--- src/rtl/btc_pkg.sv ---
// Shared definitions for the nonce result buffer: register map, CTRL bits, ID word
// and the STATUS word layout.
package btc_pkg;

    typedef enum logic [1:0] {
        RegStatus = 2'd0,
        RegData   = 2'd1,
        RegCtrl   = 2'd2,
        RegId     = 2'd3
    } reg_sel_e;

    localparam int unsigned CTRL_IRQ_EN  = 0;
    localparam int unsigned CTRL_FLUSH   = 1;
    localparam int unsigned CTRL_CLR_OVF = 2;

    localparam logic [31:0] ID_VALUE = 32'h4E4F4E43;

    localparam int unsigned OVF_CNT_W = 8;

    localparam int unsigned STAT_EMPTY       = 8;
    localparam int unsigned STAT_FULL        = 9;
    localparam int unsigned STAT_OVF         = 10;
    localparam int unsigned STAT_OVF_CNT_LSB = 16;

    // Count is zero-extended into the low byte; the FIFO never exceeds 128 entries.
    function automatic logic [31:0] pack_status(input logic [7:0]           count,
                                                input logic                 empty,
                                                input logic                 full,
                                                input logic                 ovf,
                                                input logic [OVF_CNT_W-1:0] ovf_cnt);
        logic [31:0] word;
        word                                              = '0;
        word[7:0]                                         = count;
        word[STAT_EMPTY]                                  = empty;
        word[STAT_FULL]                                   = full;
        word[STAT_OVF]                                    = ovf;
        word[STAT_OVF_CNT_LSB +: OVF_CNT_W]               = ovf_cnt;
        return word;
    endfunction

endpackage

--- src/rtl/btc_sync_fifo.sv ---
// Flop-based synchronous FIFO with zero read latency (dout shows the head entry).
// Flush overrides push and pop; a push into a full FIFO is accepted only alongside a pop.
module btc_sync_fifo #(
    parameter int unsigned DEPTH = 8,
    parameter int unsigned DW    = 32,
    localparam int unsigned AW   = $clog2(DEPTH)
) (
    input  logic          clk,
    input  logic          rst_n,
    input  logic          push,
    input  logic [DW-1:0] din,
    input  logic          pop,
    input  logic          flush,
    output logic [DW-1:0] dout,
    output logic [AW:0]   count,
    output logic          full,
    output logic          empty
);

    logic [DW-1:0] mem_q [DEPTH];
    logic [AW-1:0] wptr_q;
    logic [AW-1:0] rptr_q;
    logic [AW:0]   count_q;
    logic          do_push;
    logic          do_pop;

    assign empty = (count_q == '0);
    assign full  = (count_q == (AW+1)'(DEPTH));
    assign count = count_q;
    assign dout  = mem_q[rptr_q];

    always_comb begin
        do_pop  = pop & ~empty & ~flush;
        do_push = push & ~flush & (~full | do_pop);
    end

    // Pointers are exactly AW bits, so increments wrap modulo DEPTH.
    always_ff @(posedge clk or negedge rst_n) begin
        if (!rst_n) begin
            wptr_q  <= '0;
            rptr_q  <= '0;
            count_q <= '0;
        end else if (flush) begin
            wptr_q  <= '0;
            rptr_q  <= '0;
            count_q <= '0;
        end else begin
            if (do_push) begin
                wptr_q <= wptr_q + AW'(1);
            end
            if (do_pop) begin
                rptr_q <= rptr_q + AW'(1);
            end
            unique case ({do_push, do_pop})
                2'b10:   count_q <= count_q + (AW+1)'(1);
                2'b01:   count_q <= count_q - (AW+1)'(1);
                default: count_q <= count_q;
            endcase
        end
    end

    always_ff @(posedge clk) begin
        if (do_push) begin
            mem_q[wptr_q] <= din;
        end
    end

endmodule

--- src/rtl/btc_nonce_fifo.sv ---
// Golden-nonce result buffer: captures nonces from the hash core into a FIFO and exposes
// it, plus overflow tracking and an interrupt enable, through a Wishbone register window.
module btc_nonce_fifo
    import btc_pkg::*;
#(
    parameter int unsigned DEPTH = 8,
    parameter int unsigned DW    = 32,
    localparam int unsigned AW   = $clog2(DEPTH)
) (
    input  logic          clk,
    input  logic          rst_n,
    input  logic          found_valid,
    input  logic [DW-1:0] found_nonce,
    input  logic          wb_cycle,
    input  logic          wb_strobe,
    input  logic          wb_we,
    input  logic [3:0]    wb_addr,
    input  logic [31:0]   wb_wdata,
    output logic [31:0]   wb_rdata,
    output logic          wb_ack,
    output logic          irq
);

    logic                 req;
    reg_sel_e             sel;
    logic [31:0]          read_word;

    logic                 ack_q;
    logic [31:0]          rdata_q;
    logic                 pop_pend_q;
    logic                 ctrl_wr_q;
    logic [2:0]           ctrl_wdata_q;

    logic                 irq_en_q;
    logic                 ovf_q;
    logic [OVF_CNT_W-1:0] ovf_cnt_q;

    logic                 flush;
    logic                 clr_ovf;
    logic                 drop;

    logic [DW-1:0]        fifo_dout;
    logic [AW:0]          fifo_count;
    logic                 fifo_full;
    logic                 fifo_empty;

    btc_sync_fifo #(
        .DEPTH (DEPTH),
        .DW    (DW)
    ) u_fifo (
        .clk   (clk),
        .rst_n (rst_n),
        .push  (found_valid),
        .din   (found_nonce),
        .pop   (pop_pend_q),
        .flush (flush),
        .dout  (fifo_dout),
        .count (fifo_count),
        .full  (fifo_full),
        .empty (fifo_empty)
    );

    assign req = wb_cycle & wb_strobe & ~ack_q;
    assign sel = reg_sel_e'(wb_addr[3:2]);

    // Side effects are latched at the request edge and applied during the ack cycle.
    assign flush   = ctrl_wr_q & ctrl_wdata_q[CTRL_FLUSH];
    assign clr_ovf = ctrl_wr_q & ctrl_wdata_q[CTRL_CLR_OVF];
    assign drop    = found_valid & ~flush & fifo_full & ~pop_pend_q;

    always_comb begin
        read_word = '0;
        unique case (sel)
            RegStatus: read_word = pack_status(8'(fifo_count), fifo_empty, fifo_full,
                                               ovf_q, ovf_cnt_q);
            RegData:   read_word = fifo_empty ? 32'h0 : 32'(fifo_dout);
            RegCtrl:   read_word[CTRL_IRQ_EN] = irq_en_q;
            RegId:     read_word = ID_VALUE;
            default:   read_word = '0;
        endcase
    end

    always_ff @(posedge clk or negedge rst_n) begin
        if (!rst_n) begin
            ack_q        <= 1'b0;
            rdata_q      <= '0;
            pop_pend_q   <= 1'b0;
            ctrl_wr_q    <= 1'b0;
            ctrl_wdata_q <= '0;
        end else begin
            ack_q        <= req;
            rdata_q      <= (req & ~wb_we) ? read_word : 32'h0;
            pop_pend_q   <= req & ~wb_we & (sel == RegData) & ~fifo_empty;
            ctrl_wr_q    <= req & wb_we & (sel == RegCtrl);
            ctrl_wdata_q <= wb_wdata[2:0];
        end
    end

    always_ff @(posedge clk or negedge rst_n) begin
        if (!rst_n) begin
            irq_en_q  <= 1'b0;
            ovf_q     <= 1'b0;
            ovf_cnt_q <= '0;
        end else begin
            if (ctrl_wr_q) begin
                irq_en_q <= ctrl_wdata_q[CTRL_IRQ_EN];
            end
            if (clr_ovf) begin
                ovf_q     <= 1'b0;
                ovf_cnt_q <= '0;
            end else if (drop) begin
                ovf_q <= 1'b1;
                if (ovf_cnt_q != '1) begin
                    ovf_cnt_q <= ovf_cnt_q + OVF_CNT_W'(1);
                end
            end
        end
    end

    assign wb_ack   = ack_q;
    assign wb_rdata = rdata_q;
    assign irq      = (fifo_count != '0) & irq_en_q;

endmodule

--- config.mk ---
export PLATFORM = sky130hd
export DESIGN_NAME = btc_nonce_fifo
export DESIGN_NICKNAME = d
export VERILOG_FILES = /design/src/rtl/btc_pkg.sv /design/src/rtl/btc_sync_fifo.sv /design/src/rtl/btc_nonce_fifo.sv
export SDC_FILE = /design/constraint.sdc
export NUM_CORES = 1
export LEC_CHECK = 0
export BUFFER_PORTS_ARGS = -buffer_cell sky130_fd_sc_hd__buf_2
export CAP_MARGIN = 15
export CORE_ASPECT_RATIO = 1.5
export CORE_MARGIN = 2
export CORE_UTILIZATION = 45
export CTS_BUF_LIST = sky130_fd_sc_hd__clkbuf_8
export CTS_CLUSTER_SIZE = 14
export DETAILED_ROUTE_END_ITERATION = 8
export PLACE_DENSITY = 0.64
export SKIP_CTS_REPAIR_TIMING = 1
export SLEW_MARGIN = 20
export SYNTH_ARGS = -nofsm -noshare
export SYNTH_HDL_FRONTEND = slang
export SYNTH_SLANG_ARGS = --single-unit
--- constraint.sdc ---
create_clock -name clk -period 7.5 [get_ports clk]
set_input_delay 0.375 -clock clk [delete_from_list [all_inputs] [get_ports clk]]
set_output_delay 0.375 -clock clk [all_outputs]
set_load 0.005 [all_outputs]
# Word level (Yosys, flattened, before mapping)
# Memory sizes are Yosys's and may differ from the RTL's.
# Cells that the tools add are included.
# word_totals
reg_bits	58
ram_bits	256
inputBits	74
output_inout_bits	34
elab_cells	73
mem_count	1
# memory_table
memory	depth	word_bits	read_ports	rd_clocked_by_memory_dff	write_ports	line	source
u_fifo.mem_q	8	32	1	0	1	btc_sync_fifo.sv:20	logic [DW-1:0] mem_q [DEPTH];
# op_classes
n_addsub	5
eq_ne	7
mux	17
bitwise_logic	23
reduce_logical	9
# op_table
cell	n
one-hot mux 31 bit (3 select lines)	1
two-way mux 32 bit	2
two-way mux 8 bit	3
AND 1 bit	16
two-way mux 3 bit	4
adder 8 x 1 -> 8 bit (second input constant)	1
!= test 8 bit (second input constant)	1
one-hot mux 4 bit (2 select lines)	1
nonzero test 2 bit	4
adder 3 x 1 -> 3 bit (second input constant)	2
equality test 2 bit (second input constant)	3
inverter 1 bit	6
adder 4 x 1 -> 4 bit (second input constant)	1
equality test 2 x 1 -> 1 bit (second input constant)	2
equality test 4 bit (second input constant)	1
logical NOT 4 bit	1
two-way mux 1 bit	4
two-way mux 4 bit	1
one-hot mux 1 bit (4 select lines)	1
nonzero test 4 bit	1
subtractor 4 x 1 -> 4 bit (second input constant)	1
nonzero test 3 bit	1
logical NOT 2 bit	1
AND reduction 2 bit	1
OR 1 bit	1

# Longest topological paths before layout
# depth
depth_word	9
ltp_mapped	8
depth_no_buf	7

# Hierarchy
# A second synthesis with hierarchy kept.
# unflattened
hier_cells	642
hier_area_um2	12464.5
# by_module_without_submodules
module	instances	cells_per_inst	area_each_um2	seq_area_each_um2
btc_sync_fifo	1	454	10487.6	7937.6
btc_nonce_fifo	1	188	1976.9	1201.2

# Worst setup path before layout
# No wires, ideal clock.
# synth_timing
path_kind	register to register
start	reg u_fifo.count_q[0] (netlist: u_fifo.count[0])
end	mem u_fifo.mem_q[4][0], enable pin
setup_time_ns	0.461
t_arrival_ns	3.577
required_ns	7.039
setup_slack_ns	3.462
stages_incl_launch_ff	7
path_buffers	2
period_less_slack_ns	4.038
path_cell_list	dfrtp_1 buf_4 or3_4 buf_6 o21ai_0 or3b_2 nor3_1
# synth_via
elab_chain_cells	8
word_cells_on_any_way	10
cone_classes	1 x eq/ne; 2 x mux; 6 x bitwise; 1 x reduce/logical
# synth_rtl
item	line	source
from (decl)	btc_sync_fifo.sv:23	logic [AW:0] count_q;
from (signal assigned)	btc_sync_fifo.sv:55	2'b10: count_q <= count_q + (AW+1)'(1);
from (signal assigned)	btc_sync_fifo.sv:56	2'b01: count_q <= count_q - (AW+1)'(1);
from (signal assigned)	btc_sync_fifo.sv:57	default: count_q <= count_q;
logical NOT 4 bit	btc_sync_fifo.sv:27	assign empty = (count_q == '0);
inverter 1 bit	btc_sync_fifo.sv:33	do_pop = pop & ~empty & ~flush;
AND 1 bit (2 in a row)	btc_sync_fifo.sv:33	
OR 1 bit *	btc_sync_fifo.sv:34	do_push = push & ~flush & (~full | do_pop);
AND 1 bit *	btc_sync_fifo.sv:34	
two-way mux 1 bit *	btc_sync_fifo.sv:63	if (do_push) begin
two-way mux 1 bit (not written as such) *	btc_sync_fifo.sv:64	mem_q[wptr_q] <= din;
to (decl)	btc_sync_fifo.sv:20	
# Mark *: on every way between the ends. The rest lies on a longest branch, timed or not.

# Worst setup path in the final report
# layout_timing
start	reg u_fifo.count_q[0] (netlist: u_fifo.count[0])
end	reg u_fifo.count_q[3] (netlist: u_fifo.count[3])
# layout_via
elab_chain_cells	9
word_cells_on_any_way	15
cone_classes	2 x add/sub; 3 x eq/ne; 2 x mux; 6 x bitwise; 2 x reduce/logical
# layout_rtl
item	line	source
logical NOT 4 bit	btc_sync_fifo.sv:27	
inverter 1 bit	btc_sync_fifo.sv:33	
AND 1 bit (2 in a row)	btc_sync_fifo.sv:33	
OR 1 bit	btc_sync_fifo.sv:34	
AND 1 bit	btc_sync_fifo.sv:34	
equality test 2 x 1 -> 1 bit or equality test 2 bit (tied branches)	btc_sync_fifo.sv:54	unique case ({do_push, do_pop})
one-hot mux 4 bit (2 select lines)	btc_sync_fifo.sv:54	
two-way mux 4 bit	btc_sync_fifo.sv:43	end else if (flush) begin
# Parallel ways exist; a longest one is shown, timed or not.
# A chain may end at the register's enable or synchronous reset.

==> flow_summary_export.csv <==
group,metric,value,unit
finish,synthToLayoutAreaGrowth,14.1,%
logic_synthesis,synth_nets,704,
worst_setup_path,cp_slowest_cell,"o41ai_1",
cts,clock-sinks,314,
worst_setup_path,worst_setup_path_end_kind,"flop",
logic_synthesis,ys_seq_area_share,75.4,%
worst_setup_path,rr_startpoint,"u_fifo.count[0]",
timing,finalMaxSlewViolations,0,
worst_setup_path,path_class,"flop to flop",
logic_synthesis,yosysUniqueCellTypes,54,
grt,grt_pass1_wl,38400,um
logic_synthesis,synth_common_cells,"256 x edfxtp_1, 62 x mux4_2, 58 x dfrtp_1, 32 x nor2_1, 31 x mux2i_1",
timing,hold_viol_final,0,
worst_setup_path,critPathMaxStageDelay,0.75,ns
timing,setup_tns,0,ns
worst_setup_path,cp.required,7.93,ns
logic_synthesis,yosysTopAreaCellShare,63.4,%
worst_setup_path,r2r-end,"u_fifo.count[3]",
floorplanning,rows,73,
cts,cts_max_path_buffers,3,
worst_setup_path,start_kind,"flop",
timing,fmaxAchievable,339,MHz
detailed_routing,wl_per_cell,22.5,um
detailed_routing,ant_nets,0,
worst_setup_path,cp-endpoint,"u_fifo.count[3]",
timing,tightest_slew,0.972,ns
logic_synthesis,synth-seq-cells,314,
detailed_routing,drc_errors,0,
floorplanning,die_w,138,um
floorplanning,core-area,0.0265,mm^2
timing,finalCritPeriodShare,39.4,%
grt,track_usage,18.0,%
timing,period_minus_slack,2.95,ns
floorplanning,die_h,205,um
worst_setup_path,r2r_slack,4.55,ns
placement,portBuffers,76,
min_path,worstHoldPathType,"primary input to async pin",
logic_synthesis,syn_area,0.0121,mm^2
logic_synthesis,yosysTopAreaCell,"edfxtp_1",
detailed_routing,first_iter_violations,360,
power,peakVddDrop,0.000149,V
cts,cts_buffers,45,
grt,grt_max_degree,69,
finish,multi_input_area,0.00284,mm^2
cts,cts_tree,"built",
power,power_leakage,4.85,nW
placement,place_hpwl,14200,um
timing,finalClockSkew,0.0208,ns
grt,gr-total-overflow,0,
logic_synthesis,syn_inst,625,
timing,setup_viol,0,
placement,place_inst,1019,
logic_synthesis,ys.warnings.count,0,
cts,root_buffer,"clkbuf_8",
timing,worst_hold_slack,0.00406,ns
detailed_routing,firstDrtPassIters,5,
logic_synthesis,synthTopCellsByArea,"edfxtp_1 63%, dfrtp_1 12%, mux4_2 12%",
worst_setup_path,worstPathCellList,"o41ai_1 > nor3_1 > ha_1 > o21ai_0 > a2111o_1 > o311ai_0 > mux2_2",
logic_synthesis,synth_edf_count,256,
detailed_routing,dr_total_vias,6138,
floorplanning,fp.dieArea,0.0283,mm^2
worst_setup_path,path_depth,7,
worst_setup_path,worstPathMaxFanout,9,
cts,htreeDepth,2,
worst_setup_path,critPathLaunch,"u_fifo.count[0]",
run_status,status,"finished, final reports clean",
logic_synthesis,synth.avg_cell_area,19.4,um^2
worst_setup_path,crit_buf_inv,0,
finish,layout-drive-gt1-share,31.2,%
finish,seqCellArea,0.00915,mm^2
worst_setup_path,arrival,3.39,ns
worst_setup_path,critical-path-top-delay-family,"compound AO/OA/AOI/OAI gates",
run,max-cap-violations,0,
power,pwr_density_cell,332,mW/mm^2
logic_synthesis,async_flop_share,18.5,%
detailed_routing,wl,24900,um
cts,clk_pin_slew_worst_paths,0.07,ns
worst_setup_path,rr_worst_depth,7,
cts,insertion_delay,0.57,ns
logic_synthesis,yosysMostFrequentCell,"edfxtp_1",
finish,fin_nets,811,
detailed_routing,vias_per_cell,5.54,
timing,slew_headroom,35.2,%
logic_synthesis,dominantRegCellSynth,"edfxtp_1",
floorplanning,start_util,45.8,%
grt,antenna_found_initial,1,
timing,grt_setup_unrepaired,"no",
finish,instances_no_fill,1107,
finish,fillers,2145,
grt,grt_pass1_vias,6631,
placement,gp_congestion,0.748,
floorplanning,ios,108,
[report_power, final]
| group | internal, mW | leakage (nW) | total, mW | switching [mW] |
|---|---|---|---|---|
| Clock | 0.658 | 0.514 | 1.27 | 0.615 |
| Sequential | 2.16 | 3.08 | 2.30 | 0.141 |
| Combinational | 0.481 | 1.25 | 1.01 | 0.534 |
[kinds of logic (layout without fill, tap and decap cells)]
group           count (synthesis)  in the layout  share of synthesized area (%)
xor+xnor                        7              7                          0.506
mux                            96             96                           14.4
fa+ha+maj                       5              5                          0.516
other cells                     0              1                              0
flops                         314            314                           75.4
compound gates                 59             59                           3.13
simple gates                  103            103                           4.49
buf+inv                        41            185                           1.60
[worst min-delay path by stage]
| stage | end |
|---|---|
| after floorplan | ctrl_wdata_q[0] |
| after global placement | irq_en_q |
| after detailed placement | irq_en_q |
| after CTS | ctrl_wdata_q[2] |
| after global routing | ctrl_wr_q |
| final | wb_rdata[16] |
[per-stage QoR]
stage                     worst slack (ns)  utilization [%]  power, mW  cell area [um^2]
after CTS                             4.54             52.1       4.64             13800
after detailed placement              4.55             48.8       3.37             12900
after floorplan                       3.46                -       3.06             12100
final                                 4.55             52.2       4.59             13800
after global placement                4.62             48.8       3.33             12900
after global routing                  4.33             52.2       4.82             13800
[layout by cell type (no fill, tap or decap), types with 2 or more instances in the layout]
cell and instances:
nor3_1 10, xor2_1 6, clkinv_1 6, dfrtp_1 55
nand3_1 11, mux2_2 3, nor2b_1 4, nand4_1 3
o22ai_1 7, or3_1 3, nand3b_1 2, nand2b_1 6
nor2_1 26, buf_4 15, inv_1 25, nor2_4 6
o311ai_0 3, ha_1 5, dlygate4sd3_1 3, a21oi_1 16
mux2i_1 31, mux4_2 62, o21ai_0 14, clkbuf_8 51
edfxtp_1 256, clkinv_2 7, and2_1 3, buf_2 76
o41ai_1 3, dfrtp_2 2, o2bb2ai_1 5, nand2_1 11
or4_1 3, nor3_2 2, or2_2 3
[registers in the layout, indices dropped and copies added, names as in the netlist]
register	cells
ovf_q	1
u_fifo.wptr_q	3
wb_rdata	32
pop_pend_q	1
u_fifo.count	4
ovf_cnt_q	8
wb_ack	1
ctrl_wdata_q	3
irq_en_q	1
ctrl_wr_q	1
u_fifo.mem_q	256
u_fifo.rptr_q	3
[routing by layer]
| layer | global-route usage, % | part of all wire, % | up-vias |
|---|---|---|---|
| li1 | - | - | 2729 |
| met1 | 21.8 | 39 | 3204 |
| met2 | 32.0 | 53 | 166 |
| met3 | 3.95 | 5.3 | 37 |
| met4 | 6.20 | 2.2 | 2 |
| met5 | 0 | 0.048 | - |
[area by class of cell]
class / instances / share of cell area [%]
antenna: 1 / 0.0181
sequential: 314 / 66.1
inverter: 7 / 0.190
multi-input combinational: 270 / 20.6
tap: 337 / 3.05
timing repair buffer: 94 / 3.78
clock inverter: 33 / 1.18
clock buffer: 51 / 5.08
(Power assumes the default switching activity.)
